===== src/rtl/dbg_run_ctrl_pkg.sv =====
// Shared types and defaults for the hart-side debug run-control responder.
package dbg_run_ctrl_pkg;

    typedef enum logic [1:0] {
        ST_RUNNING  = 2'b00,
        ST_HALTING  = 2'b01,
        ST_HALTED   = 2'b10,
        ST_RESUMING = 2'b11
    } run_state_e;

    localparam int unsigned DEFAULT_HALT_TIMEOUT = 1024;
    localparam int unsigned DEFAULT_CNT_W        = 16;

endpackage


===== src/rtl/dbg_sat_counter.sv =====
// Saturating up-counter with a registered flag that rises on the same edge the count reaches limit.
module dbg_sat_counter #(
    parameter int unsigned CNT_W = 16
) (
    input  logic             clock,
    input  logic             reset,
    input  logic             clear,
    input  logic             enable,
    input  logic [CNT_W-1:0] limit,
    output logic             at_limit
);

    logic [CNT_W-1:0] count_q;
    logic [CNT_W-1:0] count_d;

    always_comb begin
        count_d = count_q;
        if (clear) begin
            count_d = '0;
        end else if (enable && (count_q != limit)) begin
            count_d = count_q + CNT_W'(1);
        end
    end

    // NOTE: sequential state is written with non-blocking assignments only,
    // so every flop samples the pre-edge value of every other flop.
    always_ff @(posedge clock) begin
        if (reset) begin
            count_q  <= '0;
            at_limit <= 1'b0;
        end else begin
            count_q  <= count_d;
            at_limit <= (count_d == limit);
        end
    end

endmodule


===== src/rtl/dbg_hart_run_ctrl.sv =====
// Hart-side responder turning debug haltreq/resumereq levels into core commands and status.
module dbg_hart_run_ctrl
    import dbg_run_ctrl_pkg::*;
#(
    parameter int unsigned HALT_TIMEOUT = DEFAULT_HALT_TIMEOUT,
    parameter int unsigned CNT_W        = DEFAULT_CNT_W
) (
    input  logic clock,
    input  logic reset,
    input  logic haltreq_i,
    input  logic resumereq_i,
    input  logic core_halted_i,
    output logic hart_halt_o,
    output logic hart_resume_o,
    output logic halted_o,
    output logic running_o,
    output logic resumeack_o,
    output logic unavail_o
);

    localparam logic [CNT_W-1:0] TIMEOUT_LIMIT = CNT_W'(HALT_TIMEOUT);

    run_state_e state_q;
    run_state_e state_d;
    logic       halt_d;
    logic       resume_d;
    logic       resumeack_d;
    logic       cnt_clear;
    logic       cnt_enable;

    // NOTE: every combinational output gets a default before the case so no
    // path leaves it unassigned and no latch is inferred.
    always_comb begin
        state_d     = state_q;
        resumeack_d = resumeack_o;

        unique case (state_q)
            ST_RUNNING: begin
                // A core that entered debug on its own (ebreak) is reported at once.
                if (core_halted_i) begin
                    state_d = ST_HALTED;
                end else if (haltreq_i) begin
                    state_d = ST_HALTING;
                end
            end
            ST_HALTING: begin
                if (core_halted_i) begin
                    state_d = ST_HALTED;
                end else if (!haltreq_i) begin
                    state_d = ST_RUNNING;
                end
            end
            ST_HALTED: begin
                if (resumereq_i && !haltreq_i) begin
                    state_d     = ST_RESUMING;
                    resumeack_d = 1'b0;
                end
            end
            ST_RESUMING: begin
                if (!core_halted_i) begin
                    state_d     = ST_RUNNING;
                    resumeack_d = 1'b1;
                end
            end
            default: state_d = ST_RUNNING;
        endcase

        // Halt command follows the state being entered so it lands one cycle after the request.
        unique case (state_d)
            ST_HALTING: halt_d = 1'b1;
            ST_HALTED:  halt_d = haltreq_i;
            default:    halt_d = 1'b0;
        endcase

        resume_d   = (state_q == ST_HALTED) && (state_d == ST_RESUMING);
        cnt_enable = (state_q == ST_HALTING);
        cnt_clear  = (state_q != ST_HALTING) || (state_d != ST_HALTING);
    end

    always_ff @(posedge clock) begin
        if (reset) begin
            state_q       <= ST_RUNNING;
            hart_halt_o   <= 1'b0;
            hart_resume_o <= 1'b0;
            halted_o      <= 1'b0;
            running_o     <= 1'b1;
            resumeack_o   <= 1'b0;
        end else begin
            state_q       <= state_d;
            hart_halt_o   <= halt_d;
            hart_resume_o <= resume_d;
            halted_o      <= (state_d == ST_HALTED) || (state_d == ST_RESUMING);
            running_o     <= (state_d == ST_RUNNING) || (state_d == ST_HALTING);
            resumeack_o   <= resumeack_d;
        end
    end

    // The counter's registered flag is the unavail status; it clears whenever HALTING is left.
    dbg_sat_counter #(
        .CNT_W (CNT_W)
    ) u_halt_timer (
        .clock    (clock),
        .reset    (reset),
        .clear    (cnt_clear),
        .enable   (cnt_enable),
        .limit    (TIMEOUT_LIMIT),
        .at_limit (unavail_o)
    );

endmodule


===== config.mk =====
export PLATFORM = sky130hd
export DESIGN_NAME = dbg_hart_run_ctrl
export DESIGN_NICKNAME = d
export VERILOG_FILES = /design/src/rtl/dbg_run_ctrl_pkg.sv /design/src/rtl/dbg_sat_counter.sv /design/src/rtl/dbg_hart_run_ctrl.sv
export SDC_FILE = /design/constraint.sdc
export NUM_CORES = 1
export LEC_CHECK = 0
export CORE_AREA = 4 4 60 51
export DETAILED_ROUTE_END_ITERATION = 7
export DIE_AREA = 0 0 64 55
export PLACE_DENSITY = 0.79
export RECOVER_POWER = 25
export SYNTH_ARGS = -nofsm -noshare
export SYNTH_HDL_FRONTEND = slang
export SYNTH_SLANG_ARGS = --single-unit

===== constraint.sdc =====
create_clock -name clock -period 3.55 [get_ports clock]
set_clock_uncertainty 0.2 [all_clocks]
set_input_delay 0.5325 -clock clock [delete_from_list [all_inputs] [get_ports clock]]
set_output_delay 0.5325 -clock clock [all_outputs]
set_load 0.03 [all_outputs]

### Word-level counts from Yosys, hierarchy flattened

Index checks and enable logic that the tools add are counted.

* reduce and logical (&&, ||, !) cells: 11
* equality and inequality tests: 12
* multiplexer cells: 13
* add/subtract/negate cells: 1

Operators by type and width (number)
* $mux 16: 2
* $add 16x1->16 const B: 1
* $eq 16x11->1 const B: 1
* $ne 16x11->1 const B: 1
* $mux 2: 6
* $eq 2x2->1 const B: 4
* $pmux 2 s4: 1
* $eq 2x1->1 const B: 2
* $logic_not 2->1: 2
* $ne 2x1->1 const B: 2
* $ne 2x2->1 const B: 2
* $pmux 1 s2: 2
* $logic_and 1x1->1: 3
* $logic_or 1x1->1: 3
* $reduce_and 3->1: 1
* $mux 1: 2
* $reduce_bool 2->1: 1
* $logic_not 1->1: 1

* bits in registers: 24
* bits of input ports: 5
* output and inout bits: 6

### Longest topological paths before layout

Gate-level depths: netlist (run 1).

* word-level depth: 8
* depth in mapped cells: 11

### Hierarchy

Synthesis (run 1) repeated with hierarchy kept, for this count alone.

* cells, all modules: 247
* area, all modules: 1901.8 um^2

Modules (own cells, without submodules)
* dbg_sat_counter: area each 1607.8 um^2, cells an instance 216, instances 1, seq. area each 340.3 um^2
* dbg_hart_run_ctrl: area each 294.0 um^2, cells an instance 31, instances 1, seq. area each 120.1 um^2

### Worst setup path after synthesis (run 1)

Ideal clock, no wire load.

* path kind: input -> register
* start: in haltreq_i
* end: reg u_halt_timer.at_limit
* data arrival time: 2110 ps
* slack: 1137 ps
* stages on the path: 10
* library setup time: 103 ps
* path buffers: 0
* cells stage by stage: nand2b_1 o21ai_0 a21oi_1 inv_1 ha_1 and3b_2 or2b_2 a21oi_4 o21ai_2 a2111oi_2

* word-level cells in the longest chain between the ends: 8

Ends and longest elaborated chain
* from (decl): line dbg_hart_run_ctrl.sv:10 `input logic haltreq_i,`
* $logic_not 1->1: line dbg_hart_run_ctrl.sv:54 `if (resumereq_i && !haltreq_i) begin`
* $logic_and 1x1->1: line dbg_hart_run_ctrl.sv:54
* $mux 2: line dbg_hart_run_ctrl.sv:54
* $pmux 2 s4 *: line dbg_hart_run_ctrl.sv:37 `unique case (state_q)`
* named net state_d[0]: line dbg_hart_run_ctrl.sv:24 `run_state_e state_d;`
* $ne 2x1->1 *: line dbg_hart_run_ctrl.sv:77 `cnt_clear = (state_q != ST_HALTING) || (state_d != ST_HALTING);`
* $logic_or 1x1->1 *: line dbg_hart_run_ctrl.sv:77
* $mux 16 *: line dbg_sat_counter.sv:18 `if (clear) begin`
* $eq 16x11->1 *: line dbg_sat_counter.sv:33 `at_limit <= (count_d == limit);`
* to (signal assigned): line dbg_sat_counter.sv:33
* to (decl): line dbg_sat_counter.sv:10 `output logic at_limit`

Mark *: on every way through the listed nets, which the timed path passes. The rest lies on a longest branch.
A chain may end at the register's enable or synchronous reset.

### Worst setup path in the final report (run 1)

Same ends and word-level chain as after synthesis.

==> results of run 1 <==
## layer usage
layer	global-route usage (%)	wire length [µm]
met4	2.151	0
met5	0	0
met3	4.444	191
met2	29.50	1317
met1	23.02	1341
## final timing paths
check | slack (ns) | to
setup reg to reg | 0.96 | u_halt_timer.at_limit
hold reg to reg | 0.32 | resumeack_o
hold / removal | 0.32 | resumeack_o
setup / recovery | 0.56 | u_halt_timer.at_limit
## worst max-delay path, stage by stage
cell	delay (ns)
dlygate4sd3_1	0.57
nand2b_1	0.17
o21ai_0	0.14
a21oi_1	0.15
inv_1	0.11
ha_1	0.20
and3b_2	0.24
or2b_2	0.44
a21oi_4	0.16
o21ai_2	0.07
a2111oi_2	0.21
## report_power, final
part | total (mW) | internal [mW] | switching, mW
logic | 0.0363 | 0.0153 | 0.0209
clock network | 0.117 | 0.0397 | 0.0770
registers | 0.278 | 0.274 | 0.00395
total | 0.431 | 0.329 | 0.102
## kinds of logic (layout without fill, tap and decap cells)
kind of cell	Yosys count	count (layout)	share of synthesized area, %
AND/OR/NAND/NOR	71	71	30.70
AO/OA/AOI/OAI	25	25	12.63
XOR/XNOR	14	14	8.597
buffers and inverters	18	21	7.368
flip-flops	24	24	33.68
adder cells (fa/ha/maj)	6	6	5.263
multiplexers	2	2	1.754
## layout make-up
type | count | area share, %
clock buffers | 3 | 1.483
inverters | 8 | 1.977
multi-input cells | 118 | 55.35
flip-flops and latches | 24 | 31.63
well taps | 36 | 2.965
repair buffers | 10 | 6.590
## placed cells by master, fill, tap and decap left out, types with 3 or more instances in the layout
cell type and count:
dfxtp_1 24, clkbuf_4 3, xnor2_1 9, inv_1 8, nor4b_1 3, dlygate4sd3_1 6
nor2_1 22, nand2_1 10, nand3_1 4, clkdlybuf4s50_1 4, nor3_1 7, xor2_1 5
o21ai_0 6, a21oi_1 7, ha_1 6
## stage by stage
step                instance area, µm²  util (%)  hold WS, ns  worst slack (ns)  power, mW
finish                            1519     62.71       0.3224            0.5597     0.4311
detailed placement                1496     61.78       0.3020            0.3754     0.3219
floorplan                         1426         -       0.3082             1.137     0.3072
global placement                  1496     61.78       0.3286            0.4803     0.3209
global route                      1519     62.71       0.3412            0.4220     0.4483
CTS                               1519     62.71       0.3227            0.6705     0.4354
## state kept, by name, summed over array words and instances, names as in the netlist
name                   count
state_q                    2
hart_resume_o              1
u_halt_timer.at_limit      1
resumeack_o                1
u_halt_timer.count_q      16
hart_halt_o                1
halted_o                   1
running_o                  1
==> flow_summary.yaml, run 1 <==
clock_tree:
  clockBufferDepth: 2
  cts_tree: "done"
  numCtsBuffers: 3
  path_clk_slew_ns: 0.12
  post-cts-setup-buffer-count: 0
  cts.sinks: 24
  post_cts_resized: 0
  htree_levels: 1
  clk_latency_ns: 0.31
  hold_buffers: 0
  clock_tree.root_cell: "clkbuf_4"
power_and_ir_drop:
  leakagePower_nw: 0.4908
  power.density_nw_per_um2: 283.8
  vdd_ir_drop_max_v: 0.0002401
worst_setup_path:
  end_kind: "flip-flop"
  cp-start-kind: "input port"
  ff2ff_path_depth: 9
  path_class: "in -> reg"
  critPathArrivalTime_ns: 3.00
  path_max_fanout: 14
  crit_start: "haltreq_i"
  r2r_start: "state_q[0]"
  cp_data_required_time_ns: 3.56
timing:
  setup_viol: 0
  fmax_mhz: 334.4
  timing.final.crit_share_pct: 84.23
  finalSetupTns_ns: 0
  slew_viol_final: 0
  maxSlewHeadroom_pct: 71.54
  fin_crit_ns: 2.990
  hold_viol_final: 0
  grt_setup_unrepaired: "no"
  tightest_slew_ns: 0.4263
synthesis:
  ys_ff_latch: 24
  synth_area_per_cell_um2: 8.915
  yosysTopAreaCell: "dfxtp_1"
  async_reset_ff_share_pct: 0
  yosysMostFrequentCell: "dfxtp_1"
  seq_area_frac_synth_pct: 33.68
  synth_area_leaders: "dfxtp_1 (34%), nor2_1 (5.8%), xnor2_1 (5.5%)"
  ys_types: 49
  syn_nets: 171
  synth_commonest_cells: "dfxtp_1 (24), nor2_1 (22), nand2_1 (10), xnor2_1 (9), inv_1 (8)"
  syn_inst: 160
  synth_top_area_share_pct: 33.68
  synth-main-ff-cell: "dfxtp_1"
  synth_warnings: 0
  synth_edf_count: 0
  syn_area_um2: 1426
floorplan:
  num_io_pins: 11
  die_x_um: 64
  placeableCoreArea_um2: 2422
  start_util_pct: 58.88
  dieArea_um2: 3520
  die_h_um: 55
  rows: 16
grt:
  gr-total-overflow: 0
  grt_pass1_vias: 1038
  grt_max_degree: 15
  grt_pass1_wl_um: 4788
  antenna_found_initial: 0
  grt_usage_pct: 17.35
cells_and_area:
  multi_input_area_um2: 840.8
  seqCellArea_um2: 480.5
  instances_no_fill: 199
  antenna_cells: 0
  finalNetCount: 176
  area_growth_pct: 6.491
  nFillCells: 214
  drive_above_1_share_pct: 11.66
route:
  dr_total_vias: 1115
  drt_iter0_drc: 50
  wl_um: 2850
  wl_per_cell_um: 14.32
  drtAntennaViolNets: 0
  drc: 0
  drtPass1Iterations: 4
  via_per_inst: 5.603
hold_path:
  hp-class: "reg -> reg"
  holdPathStages: 2
  holdCritStartpoint: "resumeack_o"
run:
  max_cap_viol_count: 0
placed_design:
  numPlacedInstances: 196
  place_congestion: 0.8251
  dp_hpwl_um: 2118
  port_buffers: 10
outcome:
  status: "completed"
(Power assumes the default switching activity.)
==> run 2, diff against run 1 <==
--- a/config.mk
+++ b/config.mk
@@ -5,10 +5,10 @@
 export SDC_FILE = /design/constraint.sdc
 export NUM_CORES = 1
 export LEC_CHECK = 0
-export CORE_AREA = 4 4 60 51
+export CORE_AREA = 4 4 65 55
 export DETAILED_ROUTE_END_ITERATION = 7
-export DIE_AREA = 0 0 64 55
-export PLACE_DENSITY = 0.79
+export DIE_AREA = 0 0 69 59
+export PLACE_DENSITY = 0.71
 export RECOVER_POWER = 25
 export SYNTH_ARGS = -nofsm -noshare
 export SYNTH_HDL_FRONTEND = slang
==> constraint.sdc (replaced) <==
create_clock -name clock -period 2.7 [get_ports clock]
set_clock_uncertainty 0.2 [all_clocks]
set_input_delay 0.405 -clock clock [delete_from_list [all_inputs] [get_ports clock]]
set_output_delay 0.405 -clock clock [all_outputs]
set_load 0.03 [all_outputs]
==> run 2 against run 1 <==
  * Register-to-register slack worse by 0.64 ns
  * Highest routed layer is now met4
  * Non-clock buffer count increased by 8
  * Cell count is 6.5% higher
  * First-iteration DRC count increased by 18%
  * Critical path depth is the same
  * Via count increased by 2.2%
==> flow_summary.yaml, run 2 (synthesis results as in run 1) <==
power_and_ir_drop:
  leakagePower_nw: 0.5437
  p_total_mw: 0.6548
  vdd_ir_drop_max_v: 0.0003745
  power.density_nw_per_um2: 404.1
placed_design:
  place_area_um2: 1562
  dp_hpwl_um: 2224
  place_ws_ns: -0.1867
  numPlacedInstances: 208
  place_congestion: 0.8186
  port_buffers: 10
worst_setup_path:
  crit_end: "u_halt_timer.at_limit"
  ff2ff_path_depth: 6
  cp-start-kind: "input port"
  critPathArrivalTime_ns: 2.49
  end_kind: "flip-flop"
  r2r_slack_ns: 0.32
  path_class: "in -> reg"
  r2r_start: "u_halt_timer.count_q[0]"
  crit_start: "haltreq_i"
  cp_data_required_time_ns: 2.66
  path_max_fanout: 3
  rr_endpoint: "u_halt_timer.at_limit"
grt:
  antenna_found_initial: 0
  grt_pass1_vias: 1081
  grt_usage_pct: 15.34
  grt_pass1_wl_um: 5016
  gr-total-overflow: 0
  grt_max_degree: 14
floorplan:
  dieArea_um2: 4071
  die_h_um: 59
  num_io_pins: 11
  die_x_um: 69
  start_util_pct: 47.98
  rows: 18
  placeableCoreArea_um2: 2973
cells_and_area:
  area_growth_pct: 13.60
  largest_register_ffs: 16
  max_flop_register: "u_halt_timer.count_q"
  instances_no_fill: 212
  design_area_um2: 1620
  antenna_cells: 0
  layout.cells.most_common: "dfxtp_1"
  largest_registers: "u_halt_timer.count_q (16), state_q (2)"
  final_cell_mix: "dfxtp_1 (24), nor2_1 (22), nand2_1 (10)"
  drive_above_1_share_pct: 16.86
  finalNetCount: 184
clock_tree:
  cts_tree: "done"
  hold_buffers: 0
  post-cts-setup-buffer-count: 0
  clock_tree.root_cell: "clkbuf_8"
  numCtsBuffers: 3
  clockBufferDepth: 2
  htree_levels: 1
  clk_latency_ns: 0.26
  path_clk_slew_ns: 0.08
  cts.sinks: 24
timing:
  fin_crit_ns: 2.534
  fin_ws_ns: 0.1663
  finalSetupTns_ns: 0
  maxSlewHeadroom_pct: 70.48
  hold_viol_final: 0
  fmax_mhz: 394.7
  tightest_slew_ns: 0.4391
  timing.final.crit_share_pct: 93.84
  grt_setup_unrepaired: "no"
  setup_viol: 0
  slew_viol_final: 0
run:
  max_cap_viol_count: 0
route:
  drt_iter0_drc: 59
  wl_um: 2845
  drtAntennaViolNets: 0
  via_per_inst: 5.373
  dr_total_vias: 1139
  drtPass1Iterations: 4
  drc: 0
  wl_per_cell_um: 13.42
hold_path:
  holdPathStages: 2
  hp-class: "reg -> reg"
outcome:
  status: "completed"
-- run 2: layout make-up --
type                    count  area [µm²]
inverters                   8       30.03
multi-input cells         118       844.6
well taps                  40       50.05
flip-flops and latches     24       480.5
clock buffers               4       55.05
repair buffers             18       160.2
fillers                   276        1353
-- run 2: what timing repair did --
item                       CTS  global route
setup endpoints to repair    0             1
gates resized for setup      0             2
hold endpoints to repair     0             0
-- run 2: critical path, stage by stage --
cell and delay (ns):
clkdlybuf4s50_1 0.49, nand2b_1 0.14, o21ai_1 0.09, a21oi_2 0.15
inv_1 0.08, ha_1 0.22, and3b_2 0.21, a21oi_1 0.16
mux2_4 0.17, o211ai_1 0.09, a2111oi_2 0.29
-- run 2: per-layer routing --
metal	vias to the layer above	track usage, %	routed length, µm
li1	579	-	-
met1	528	20.86	1401
met2	30	24.59	1274
met3	2	4.576	153
met4	0	2.786	16
met5	-	0	0
-- run 2: worst min path at each step --
stage	end	slack, ns	start
final	resumeack_o	0.33	resumeack_o
after global routing	resumeack_o	0.39	resumeack_o
after CTS	resumeack_o	0.33	resumeack_o
after detailed placement	resumeack_o	0.31	resumeack_o
after global placement	resumeack_o	0.30	resumeack_o
after floorplan	hart_resume_o	0.31	state_q[0]
-- run 2: per-stage QoR --
stage	utilization (%)	hold WS, ns
after floorplan	-	0.3082
after global placement	52.53	0.3041
after detailed placement	52.53	0.3102
after CTS	54.38	0.3283
after global routing	54.50	0.3938
final	54.50	0.3257
-- run 2: power breakdown --
| group | leakage (nW) | internal, mW | switching, mW | total, mW |
|---|---|---|---|---|
| Clock | 0.0288 | 0.130 | 0.104 | 0.234 |
| Combinational | 0.320 | 0.0262 | 0.0294 | 0.0557 |
| Sequential | 0.195 | 0.360 | 0.00501 | 0.365 |
| Total | 0.544 | 0.516 | 0.139 | 0.655 |
